## src/rtl/axis_pixel_proc.sv

```systemverilog
// rtl/axis_pixel_proc.sv - per-byte pixel processor on a stream with an output FIFO
//
// Purpose:
//   Accepts pixel beats on a slave stream and processes each byte lane with the
//   frame mode: pass, invert, threshold or saturating add. The mode is latched
//   on the first beat of every frame. Processed beats are queued in a circular
//   FIFO that drives the master stream.
//
// Optional feature:
//   AXIS_PIXEL_PROC_STATS_EN - when defined, beat_count and frame_count are
//   live wrapping counters. Otherwise they are tied to 0 and no counter
//   registers exist.
//
// Ports:
//   aclk, aresetn                - clock, synchronous active-low reset
//   s_axis_tdata/tstrb/tlast     - input pixels, byte qualifiers, frame end
//   s_axis_tvalid/tready         - input handshake
//   m_axis_tdata/tstrb/tlast     - processed pixels from the FIFO head
//   m_axis_tvalid/tready         - output handshake
//   cfg_mode/thresh/offset       - live configuration, sampled at frame start
//   fifo_level                   - occupied FIFO entries
//   in_frame                     - input side is inside a multi-beat frame
//   beat_count, frame_count      - accepted beats and frames

// Circular FIFO with combinational head read and an occupancy counter.
module axis_pixel_proc_fifo #(
  parameter int WIDTH = 37,
  parameter int DEPTH = 16
) (
  input  logic                       aclk,
  input  logic                       aresetn,
  input  logic                       push,
  input  logic [WIDTH-1:0]           push_data,
  input  logic                       pop,
  output logic [WIDTH-1:0]           head_data,
  output logic [$clog2(DEPTH):0]     level
);

  localparam int AW = $clog2(DEPTH);
  localparam int LW = AW + 1;

  logic [WIDTH-1:0] mem [DEPTH];
  logic [AW-1:0]    wr_ptr;
  logic [AW-1:0]    rd_ptr;

  // Storage carries no reset; only pointers and level define validity.
  always_ff @(posedge aclk) begin
    if (push) begin
      mem[wr_ptr] <= push_data;
    end
  end

  // DEPTH is a power of two, so pointers wrap by natural overflow.
  always_ff @(posedge aclk) begin
    if (!aresetn) begin
      wr_ptr <= '0;
      rd_ptr <= '0;
      level  <= '0;
    end else begin
      if (push) begin
        wr_ptr <= wr_ptr + AW'(1);
      end
      if (pop) begin
        rd_ptr <= rd_ptr + AW'(1);
      end
      case ({push, pop})
        2'b10:   level <= level + LW'(1);
        2'b01:   level <= level - LW'(1);
        default: level <= level;
      endcase
    end
  end

  assign head_data = mem[rd_ptr];

endmodule

module axis_pixel_proc #(
  parameter int DATA_WIDTH = 32,
  parameter int FIFO_DEPTH = 16
) (
  input  logic                          aclk,
  input  logic                          aresetn,
  input  logic [DATA_WIDTH-1:0]         s_axis_tdata,
  input  logic [DATA_WIDTH/8-1:0]       s_axis_tstrb,
  input  logic                          s_axis_tlast,
  input  logic                          s_axis_tvalid,
  output logic                          s_axis_tready,
  output logic [DATA_WIDTH-1:0]         m_axis_tdata,
  output logic [DATA_WIDTH/8-1:0]       m_axis_tstrb,
  output logic                          m_axis_tlast,
  output logic                          m_axis_tvalid,
  input  logic                          m_axis_tready,
  input  logic [1:0]                    cfg_mode,
  input  logic [7:0]                    cfg_thresh,
  input  logic [7:0]                    cfg_offset,
  output logic [$clog2(FIFO_DEPTH):0]   fifo_level,
  output logic                          in_frame,
  output logic [31:0]                   beat_count,
  output logic [15:0]                   frame_count
);

  localparam int LANES = DATA_WIDTH / 8;
  localparam int LW    = $clog2(FIFO_DEPTH) + 1;
  localparam int EW    = DATA_WIDTH + LANES + 1;

  localparam logic [1:0] MODE_PASS   = 2'd0;
  localparam logic [1:0] MODE_INVERT = 2'd1;
  localparam logic [1:0] MODE_THRESH = 2'd2;
  localparam logic [1:0] MODE_ADD    = 2'd3;

  typedef enum logic {
    ST_IDLE  = 1'b0,
    ST_FRAME = 1'b1
  } state_t;

  state_t          state;
  logic [1:0]      mode_q;
  logic [7:0]      thresh_q;
  logic [7:0]      offset_q;

  logic            push;
  logic            pop;
  logic [1:0]      eff_mode;
  logic [7:0]      eff_thresh;
  logic [7:0]      eff_offset;
  logic [DATA_WIDTH-1:0] proc_data;
  logic [EW-1:0]   head_data;

  function automatic logic [7:0] proc_lane(
    input logic [1:0] mode,
    input logic [7:0] px,
    input logic [7:0] thresh,
    input logic [7:0] offset
  );
    logic [8:0] sum;
    sum = {1'b0, px} + {1'b0, offset};
    case (mode)
      MODE_PASS:   proc_lane = px;
      MODE_INVERT: proc_lane = 8'hFF - px;
      MODE_THRESH: proc_lane = (px >= thresh) ? 8'hFF : 8'h00;
      MODE_ADD:    proc_lane = sum[8] ? 8'hFF : sum[7:0];
      default:     proc_lane = px;
    endcase
  endfunction

  // Held low in reset so nothing is accepted before pointers are cleared.
  assign s_axis_tready = aresetn && (fifo_level < LW'(FIFO_DEPTH));
  assign m_axis_tvalid = aresetn && (fifo_level != '0);
  assign push          = s_axis_tvalid && s_axis_tready;
  assign pop           = m_axis_tvalid && m_axis_tready;

  // The first beat of a frame uses live cfg; later beats use the latched copy.
  assign eff_mode   = (state == ST_IDLE) ? cfg_mode   : mode_q;
  assign eff_thresh = (state == ST_IDLE) ? cfg_thresh : thresh_q;
  assign eff_offset = (state == ST_IDLE) ? cfg_offset : offset_q;

  // Strobe does not gate processing: every lane is transformed.
  always_comb begin
    proc_data = '0;
    for (int i = 0; i < LANES; i++) begin
      proc_data[i*8 +: 8] = proc_lane(eff_mode, s_axis_tdata[i*8 +: 8],
                                      eff_thresh, eff_offset);
    end
  end

  // Input-side frame tracker; in_frame is registered alongside the state.
  always_ff @(posedge aclk) begin
    if (!aresetn) begin
      state    <= ST_IDLE;
      in_frame <= 1'b0;
      mode_q   <= MODE_PASS;
      thresh_q <= 8'h00;
      offset_q <= 8'h00;
    end else if (push) begin
      case (state)
        ST_IDLE: begin
          mode_q   <= cfg_mode;
          thresh_q <= cfg_thresh;
          offset_q <= cfg_offset;
          if (!s_axis_tlast) begin
            state    <= ST_FRAME;
            in_frame <= 1'b1;
          end
        end
        ST_FRAME: begin
          if (s_axis_tlast) begin
            state    <= ST_IDLE;
            in_frame <= 1'b0;
          end
        end
        default: begin
          state    <= ST_IDLE;
          in_frame <= 1'b0;
        end
      endcase
    end
  end

  axis_pixel_proc_fifo #(
    .WIDTH (EW),
    .DEPTH (FIFO_DEPTH)
  ) u_fifo (
    .aclk      (aclk),
    .aresetn   (aresetn),
    .push      (push),
    .push_data ({s_axis_tlast, s_axis_tstrb, proc_data}),
    .pop       (pop),
    .head_data (head_data),
    .level     (fifo_level)
  );

  assign {m_axis_tlast, m_axis_tstrb, m_axis_tdata} = head_data;

`ifdef AXIS_PIXEL_PROC_STATS_EN
  logic [31:0] beat_cnt_q;
  logic [15:0] frame_cnt_q;

  always_ff @(posedge aclk) begin
    if (!aresetn) begin
      beat_cnt_q  <= '0;
      frame_cnt_q <= '0;
    end else if (push) begin
      beat_cnt_q <= beat_cnt_q + 32'd1;
      if (s_axis_tlast) begin
        frame_cnt_q <= frame_cnt_q + 16'd1;
      end
    end
  end

  assign beat_count  = beat_cnt_q;
  assign frame_count = frame_cnt_q;
`else
  assign beat_count  = '0;
  assign frame_count = '0;
`endif

endmodule

```

## config.mk

```make
export PLATFORM = sky130hd
export DESIGN_NAME = axis_pixel_proc
export DESIGN_NICKNAME = d
export VERILOG_FILES = /design/src/rtl/axis_pixel_proc.sv
export SDC_FILE = /design/constraint.sdc
export NUM_CORES = 1
export LEC_CHECK = 0
export CELL_PAD_IN_SITES_DETAIL_PLACEMENT = 0
export CELL_PAD_IN_SITES_GLOBAL_PLACEMENT = 1
export CORE_MARGIN = 5
export CORE_UTILIZATION = 47
export CTS_CLUSTER_SIZE = 10
export DETAILED_ROUTE_END_ITERATION = 16
export HOLD_SLACK_MARGIN = 0.08
export PLACE_DENSITY = 0.87
export SYNTH_ARGS = -nofsm -noshare
export SYNTH_HDL_FRONTEND = slang
export SYNTH_SLANG_ARGS = --single-unit
```

## constraint.sdc

```tcl
create_clock -name aclk -period 3.45 [get_ports aclk]
set_input_delay 0.345 -clock aclk [delete_from_list [all_inputs] [get_ports aclk]]
set_output_delay 0.345 -clock aclk [all_outputs]
set_load 0.01 [all_outputs]
```

==> summary.txt, run 1 <==
Synth Instances - 1398
CP Data Required Time - 3.11 ns
Simple-gate area share of the yosys netlist - 2.53%
Number of vias per cell after detailed routing - 6.07
Area added between synthesis and finish - 16.8%
TritonCTS clock tree - built
Synthesized-area fraction occupied by adder cells - 3.72%
Clk_lat worst skew - 0.62 ns
# IOs - 152
Starting density of the core - 47.3%
Fraction of the mapped netlist area in compound gates - 3.84%
Max transition margin - 35.0%
Class of the worst hold path - flip-flop to flip-flop
Cell breakdown of the critical path - buf_12 -> bufbuf_16 -> mux4_2 -> mux4_2 -> clkdlybuf4s50_1
Flip-flop cell with the highest count after synthesis - edfxtp_1
Synthesized flop and latch total - 629
Unrepaired setup endpoints after global routing - yes
Crit share post-route - 99.3%
Average wire per standard cell - 28.7 microns
Master of the slowest instance on the critical path - mux4_2
Number of buffers created by CTS - 73
Least setup slack across all paths after layout - 0.0244 ns
Dominant combinational cell family by area after synthesis - multiplexers
HPWL after detailed placement - 36.4 mm
Number of nets with antenna violations after routing - 0
Number of enable-type register cells in the synthesized netlist - 592
Commonest cells after routing, fill and taps aside - edfxtp_1 (592), mux4_2 (123), clkdlybuf4s50_1 (97)
Transition time at the pin with the least slew margin - 0.971 ns
Synth Cell Area - 27300 sq um
Sinks on Clock Net - 629
Max Cap Viol - 0
Footprint of the multi-input gates - 8120 sq um
Share of async-settable or async-resettable flops after synthesis - 0%
Slew Viols, Final - 0
Clock period minus worst slack - 3.43 ns
Global-route wire length before repair - 101 mm
Initial DRC count - 1595
Number of core rows - 88
Sequential cell area - 18500 sq um
FILL cells - 4228
Hold Worst Slack - 0.458 ns
Number of antenna violations at the first check in global routing - 2
TritonRoute pass-1 iters - 5
Std-Cell Core Area - 57600 sq um
Dpl ws - -0.234 ns
Number of distinct library cells after synthesis - 58
Number of placed instances with taps included - 2282
Final setup skew - 0.0267 ns
Count of buffers from port buffering - 103
Filler-free cell count of the finished design - 2384
Root cell of the clock tree - clkbuf_16
Total setup violations reported at the end of the flow - 0
Placer Congestion - 0.839
Number of nets in the final layout - 1735
Global-route usage over all layers - 21.8%
Xor/xnor share of the synthesized area - 1.93%
Critical Path Fanout Max - 17
Most common cell after layout, fill and taps aside - edfxtp_1
Total power divided by cell area - 558 nW/um^2
Startpoint type of the worst setup path - flip-flop
Max VDD drop - 0.355 mV
Horizontal die dimension - 251 microns
Final Hold Viols - 0
Endpoint class of the critical path - output port
Result of the run - finished clean
Cell type with the highest occurrence count on the critical path - mux4_2
Fraction of the yosys area taken by sequential cells - 67.9%
Max incr delay on CP - 0.56 ns
Final Core Density - 55.3%
Total global routing overflow - 0
Routed wire length - 68.5 mm
Category of the critical setup timing path - flip-flop to output port
Vertical die dimension - 251 microns
Buffer depth of the longest clock path - 3
Arr. time, crit path - 3.08 ns
R2r startpoint - state
Post-Synthesis Mean Instance Area - 19.5 sq um
Number of H-tree branching levels - 3
Number of global-route vias before repair - 15100
Layout cells sized above 1 - 21.1%
Pin count of the biggest net entering global routing - 75
Leakage power summed over all cells - 10.5 nW
Fraction of synthesized area in multiplexers - 16.9%
Post-Route Setup TNS - 0 ns
Clock Pin Slew Worst Setup and Hold Paths - 0.06 ns
Yosys synthesis warning count - 0
Remaining design rule violation count - 0
Total Die Area - 62900 sq um
Hold Crit Start - offset_q[2]
Peak clock frequency supported by timing - 0.292 GHz
Vias - 14500
==> per-stage QoR <==
stage / cell area (sq um) / total power (W)
after floorplan: 27500 / 0.0103
after global placement: 29700 / 0.0110
after detailed placement: 29700 / 0.0111
after CTS: 31800 / 0.0178
after global routing: 31800 / 0.0184
final: 31800 / 0.0178
==> power breakdown <==
group | total [W] | internal, W | leakage, nW | switching (W)
Sequential | 0.00879 | 0.00875 | 5.61 | 0.0000444
Combinational | 0.00223 | 0.000985 | 3.93 | 0.00124
Clock | 0.00674 | 0.00389 | 0.967 | 0.00286
Total | 0.0178 | 0.0136 | 10.5 | 0.00414
==> cells in the mapped netlist (6+ instances only) <==
cell | instances | share of area [%]
edfxtp_1 | 592 | 65
mux4_2 | 121 | 10
ha_1 | 73 | 3.4
mux4_1 | 64 | 6.2
buf_4 | 49 | 1.3
o21ai_0 | 41 | 0.75
nand2_1 | 38 | 0.52
dfxtp_1 | 37 | 2.7
and2_1 | 33 | 0.76
a21oi_1 | 31 | 0.57
xnor2_1 | 30 | 0.96
xor2_1 | 30 | 0.96
clkbuf_1 | 25 | 0.34
inv_1 | 24 | 0.33
nor2_1 | 22 | 0.30
a221oi_1 | 18 | 0.58
a21o_1 | 16 | 0.44
buf_2 | 14 | 0.26
buf_6 | 11 | 0.45
nand3_1 | 11 | 0.20
buf_1 | 10 | 0.14
mux2_2 | 9 | 0.37
mux2i_1 | 9 | 0.33
and3_1 | 6 | 0.14
nand2b_1 | 6 | 0.14
o221a_2 | 6 | 0.25
==> state kept, by name, summed over array words and instances (netlist names), named ones only <==
| signal | flops |
|---|---|
| u_fifo.rd_ptr | 4 |
| u_fifo.mem | 592 |
| in_frame | 1 |
| offset_q | 8 |
| u_fifo.level | 5 |
| thresh_q | 8 |
| mode_q | 2 |
| u_fifo.wr_ptr | 4 |
| state | 1 |
==> worst max-delay path: cells and delay by family, from the launching register on <==
| family | cells | cell delay [ns] |
|---|---|---|
| buffers and inverters | 3 | 1.04 |
| multiplexers | 2 | 1.07 |
| flip-flops | 1 | 0.36 |
==> layout make-up <==
type                       instances  area share, %
antenna                            2         0.0157
clock buffer                      86           5.89
clock inverter                     8          0.366
inverter                          25          0.295
multi-input combinational        678           25.5
sequential                       629           58.2
tap                              765           3.01
timing repair buffer             191           6.70
==> logic make-up (layout without fill, tap and decap cells) <==
group / count (synthesis) / after routing
AOI/OAI and AO/OA: 153 / 153
xor gates and xnor gates: 60 / 60
adders and majority gates: 78 / 78
buffers and inverters: 138 / 310
DFF: 629 / 629
muxes: 203 / 203
other: 1 / 50
and+or+nand+nor: 136 / 136
==> layer usage <==
metal | vias up | global-route usage [%] | share of wire [%]
met5 | - | 0 | 0.019
met4 | 2 | 6.89 | 2.6
met3 | 123 | 4.96 | 8.8
met2 | 839 | 37.0 | 51
met1 | 7460 | 28.2 | 38
li1 | 6051 | - | -
==> path summary, 6_finish.rpt <==
path,to,slack [ns],depth (start not counted)
max,m_axis_tdata[16],0.02,5
min,offset_q[2],0.46,2
max reg2reg,u_fifo.mem[2][21],0.19,11
min reg2reg,offset_q[2],0.46,2
==> what timing repair did <==
action                     in CTS  in global routing
buffers inserted                3                  0
hold buffers                    0                  0
gates resized for setup         8                 10
cloned                          3                  0
setup endpoints to repair      45                 66
Power figures use the tool's default switching activity.
==> inputs of run 2 (changes only) <==
--- a/config.mk
+++ b/config.mk
@@ -11,6 +11,7 @@
 export CORE_UTILIZATION = 47
 export CTS_CLUSTER_SIZE = 10
 export DETAILED_ROUTE_END_ITERATION = 16
+export GPL_TIMING_DRIVEN = 0
 export HOLD_SLACK_MARGIN = 0.08
 export PLACE_DENSITY = 0.87
 export SYNTH_ARGS = -nofsm -noshare
==> run 2 against run 1 <==
Sequential cell count is the same. Clock skew is 0.00068 ns higher. Largest cell class unchanged. Sequential power barely moved. Worst setup slack gained 0.047 ns. Total power grew 0.72%. Sequential share of layout area fell by 1.2 points. Non-clock buffer count rose by 72. Highest routed layer is now met4. Die area stayed put. Critical path depth rose by 1. Via count increased by 1.5%. Clock power decreased by 1%. Core utilization is 1.1 points higher.
==> summary.txt, run 2 (synthesis results as in run 1) <==
Result of the run - finished clean
Register name with the most flops - u_fifo.mem
Number of H-tree branching levels - 3 (unchanged)
Placer Congestion - 0.804 (-4.3%)
Share of total power consumed by net switching - 23.6% (+0.25 points)
Number of global-route vias before repair - 15500 (+2.6%)
Hold Crit Start - offset_q[1]
Endpoint class of the critical path - output port
Top delay family on crit path - multiplexers
Worst-case register-to-register setup slack - 0.14 ns (-0.05 ns)
TritonCTS clock tree - built
Sinks on Clock Net - 629 (unchanged)
Buffer depth of the longest clock path - 3 (unchanged)
Number of core rows - 88 (unchanged)
Max incr delay on CP - 0.57 ns (about the same)
Starting density of the core - 47.3% (unchanged)
Critical Path Fanout Max - 10 (-7)
Number of placed instances with taps included - 2345 (+2.8%)
Most common cell after layout, fill and taps aside - edfxtp_1
Global-route usage over all layers - 21.6% (-0.14 points)
Number of antenna violations at the first check in global routing - 1 (-1)
Hold path cells - 2 (unchanged)
Leakage power summed over all cells - 10.9 nW (+3.6%)
Total setup violations reported at the end of the flow - 0 (unchanged)
Category of the critical setup timing path - flip-flop to output port
Unrepaired setup endpoints after global routing - no
Filler-free cell count of the finished design - 2453 (+2.9%)
Vertical die dimension - 251 microns (unchanged)
# IOs - 152 (unchanged)
Sequential cell fraction of total power - 49.2% (-0.3 points)
Final Hold Viols - 0 (unchanged)
Crit share post-route - 97.9% (-1.4 points)
Area added between synthesis and finish - 19.2%
Number of nets with antenna violations after routing - 0 (unchanged)
Hold Worst Slack - 0.460 ns (+0.00273 ns)
Total Die Area - 62900 sq um (unchanged)
Root cell of the clock tree - clkbuf_16
Total buffers and inverters traversed by the critical path - 4 (+1)
Number of vias per cell after detailed routing - 5.99 (-1.4%)
Arr. time, crit path - 3.03 ns (-0.05 ns)
Transition time at the pin with the least slew margin - 1.08 ns (+0.108 ns)
Flip-flop count of the largest register after layout - 592 (unchanged)
Class of the worst hold path - flip-flop to flip-flop
Slew Viols, Final - 0 (unchanged)
Final setup skew - 0.0274 ns (+0.000680 ns)
Dpl ws - -1.04 ns (-0.804 ns)
Layout cells sized above 1 - 25.7% (+4.6 points)
Horizontal die dimension - 251 microns (unchanged)
Post-Route Setup TNS - 0 ns (unchanged)
Clock period minus worst slack - 3.38 ns (-0.0473 ns)
Leading registers by flop count - u_fifo.mem: 592 flops, offset_q: 8 flops, thresh_q: 8 flops
Total global routing overflow - 0 (unchanged)
Part of the power in combinational logic - 13.5% (+1.0 points)
Hold Crit Endpoint - offset_q[1]
Global-route wire length before repair - 100 mm (-0.99%)
Max Cap Viol - 0 (unchanged)
Remaining design rule violation count - 0 (unchanged)
Commonest cells after routing, fill and taps aside - edfxtp_1 (592), mux4_2 (126), buf_4 (82)
Max transition margin - 28.1% (-6.9 points)
Startpoint type of the worst setup path - flip-flop
Master of the slowest instance on the critical path - mux4_2
Vias - 14700 (+1.5%)
Pin count of the biggest net entering global routing - 27 (-64%)
Number of buffers created by CTS - 73 (unchanged)
NetSw - 0.00422 W (+1.8%)
CP Data Required Time - 3.11 ns (about the same)
Reg-to-Reg End - u_fifo.mem[2][9]
Cell breakdown of the critical path - buf_6 -> buf_12 -> buf_8 -> mux4_2 -> mux4_2 -> clkdlybuf4s50_1
Total power divided by cell area - 551 nW/um^2 (-1.3%)
R2r startpoint - state
TritonRoute pass-1 iters - 5 (unchanged)
Routed wire length - 68.5 mm (about the same)
Clk_lat worst skew - 0.61 ns (about the same)
Number of nets in the final layout - 1807 (+4.1%)
Max VDD drop - 0.332 mV (-6.4%)
Peak clock frequency supported by timing - 0.296 GHz (+1.4%)
Clock network power share - 37.3% (-0.7 points)
Clock Pin Slew Worst Setup and Hold Paths - 0.06 ns (about the same)
Std-Cell Core Area - 57600 sq um (unchanged)
HPWL after detailed placement - 40.9 mm (+12%)
Cell internal power dissipation - 0.0137 W (+0.39%)
Average wire per standard cell - 27.9 microns (-2.9%)
Cell type with the highest occurrence count on the critical path - mux4_2
Least setup slack across all paths after layout - 0.0716 ns (+0.0473 ns)
Antenna Cells - 0 (-2)
Initial DRC count - 1756 (+10%)
Depth of the worst register-to-register path - 13 (+2)
Count of buffers from port buffering - 102 (-0.97%)
run 2: cell types whose count changed in the layout (fill, tap and decap cells not counted), sizes merged, moves of 2 or more:
cell	before	now
bufbuf	2	0
clkdlybuf4s50	97	79
dlymetal6s2s	6	2
clkbuf	86	104
dlygate4sd2	0	21
diode	2	0
buf	86	140
run 2: what timing repair did:
item,CTS,global route
hold buffers,1,0
endpoints found under the setup margin,549,271
pin swaps,5,4
resized for setup,120,25
hold endpoints to repair,2,0
setup buffers,11,7
run 2: layout make-up:
type / instances / area [sq um]
plain buffers: 109 / 911
clock buffers: 84 / 1890
clock inverters: 9 / 90.1
fillers: 4122 / 25100
inverters: 25 / 97.6
multi-input cells: 678 / 8350
flip-flops and latches: 629 / 18500
well taps: 765 / 957
repair buffers: 154 / 1670
run 2: worst max-delay path by stage:
stage	start	end	slack, ns	cells past startpoint
after floorplan	state	u_fifo.mem[0][15]	-0.003	10
after global placement	state	u_fifo.mem[10][19]	-1.09	10
after detailed placement	state	u_fifo.mem[1][1]	-1.04	10
after CTS	flip-flop	m_axis_tstrb[2]	0.0009	6
after global routing	flip-flop	m_axis_tdata[30]	0.001	6
final	flip-flop	m_axis_tdata[11]	0.07	6
run 2: worst register-to-register path, delay by kind of cell (launching register included):
family	cells	cell delay, ns
compound gates	5	0.85
fa+ha+maj	2	0.64
buf+inv	5	0.89
flops	1	0.30
mux	1	0.37
run 2: power by group through the flow:
stage | clock (W) | combinational, W | sequential [W]
6_report | 0.00667 | 0.00242 | 0.00879
3_3_place_gp | 0 | 0.00205 | 0.00895
2_1_floorplan | 0 | 0.00137 | 0.00894
4_1_cts | 0.00676 | 0.00236 | 0.00879
3_5_place_dp | 0 | 0.00220 | 0.00895
5_1_grt | 0.00710 | 0.00260 | 0.00880
run 2: metal layers:
| metal | global-route usage (%) | vias up | routed length (microns) |
|---|---|---|---|
| met3 | 5.16 | 113 | 6150 |
| met4 | 6.74 | 0 | 1730 |
| met2 | 35.9 | 859 | 34300 |
| met5 | 0 | - | 0 |
| met1 | 28.7 | 7526 | 26300 |
| li1 | - | 6188 | - |
run 2: metrics by stage:
step / util [%] / area (sq um) / total power, W
3_3_place_gp: 51.1 / 29400 / 0.0110
4_1_cts: 56.2 / 32300 / 0.0179
3_5_place_dp: 52.0 / 29900 / 0.0111
6_report: 56.4 / 32500 / 0.0179
2_1_floorplan: - / 27500 / 0.0103
5_1_grt: 56.4 / 32500 / 0.0185
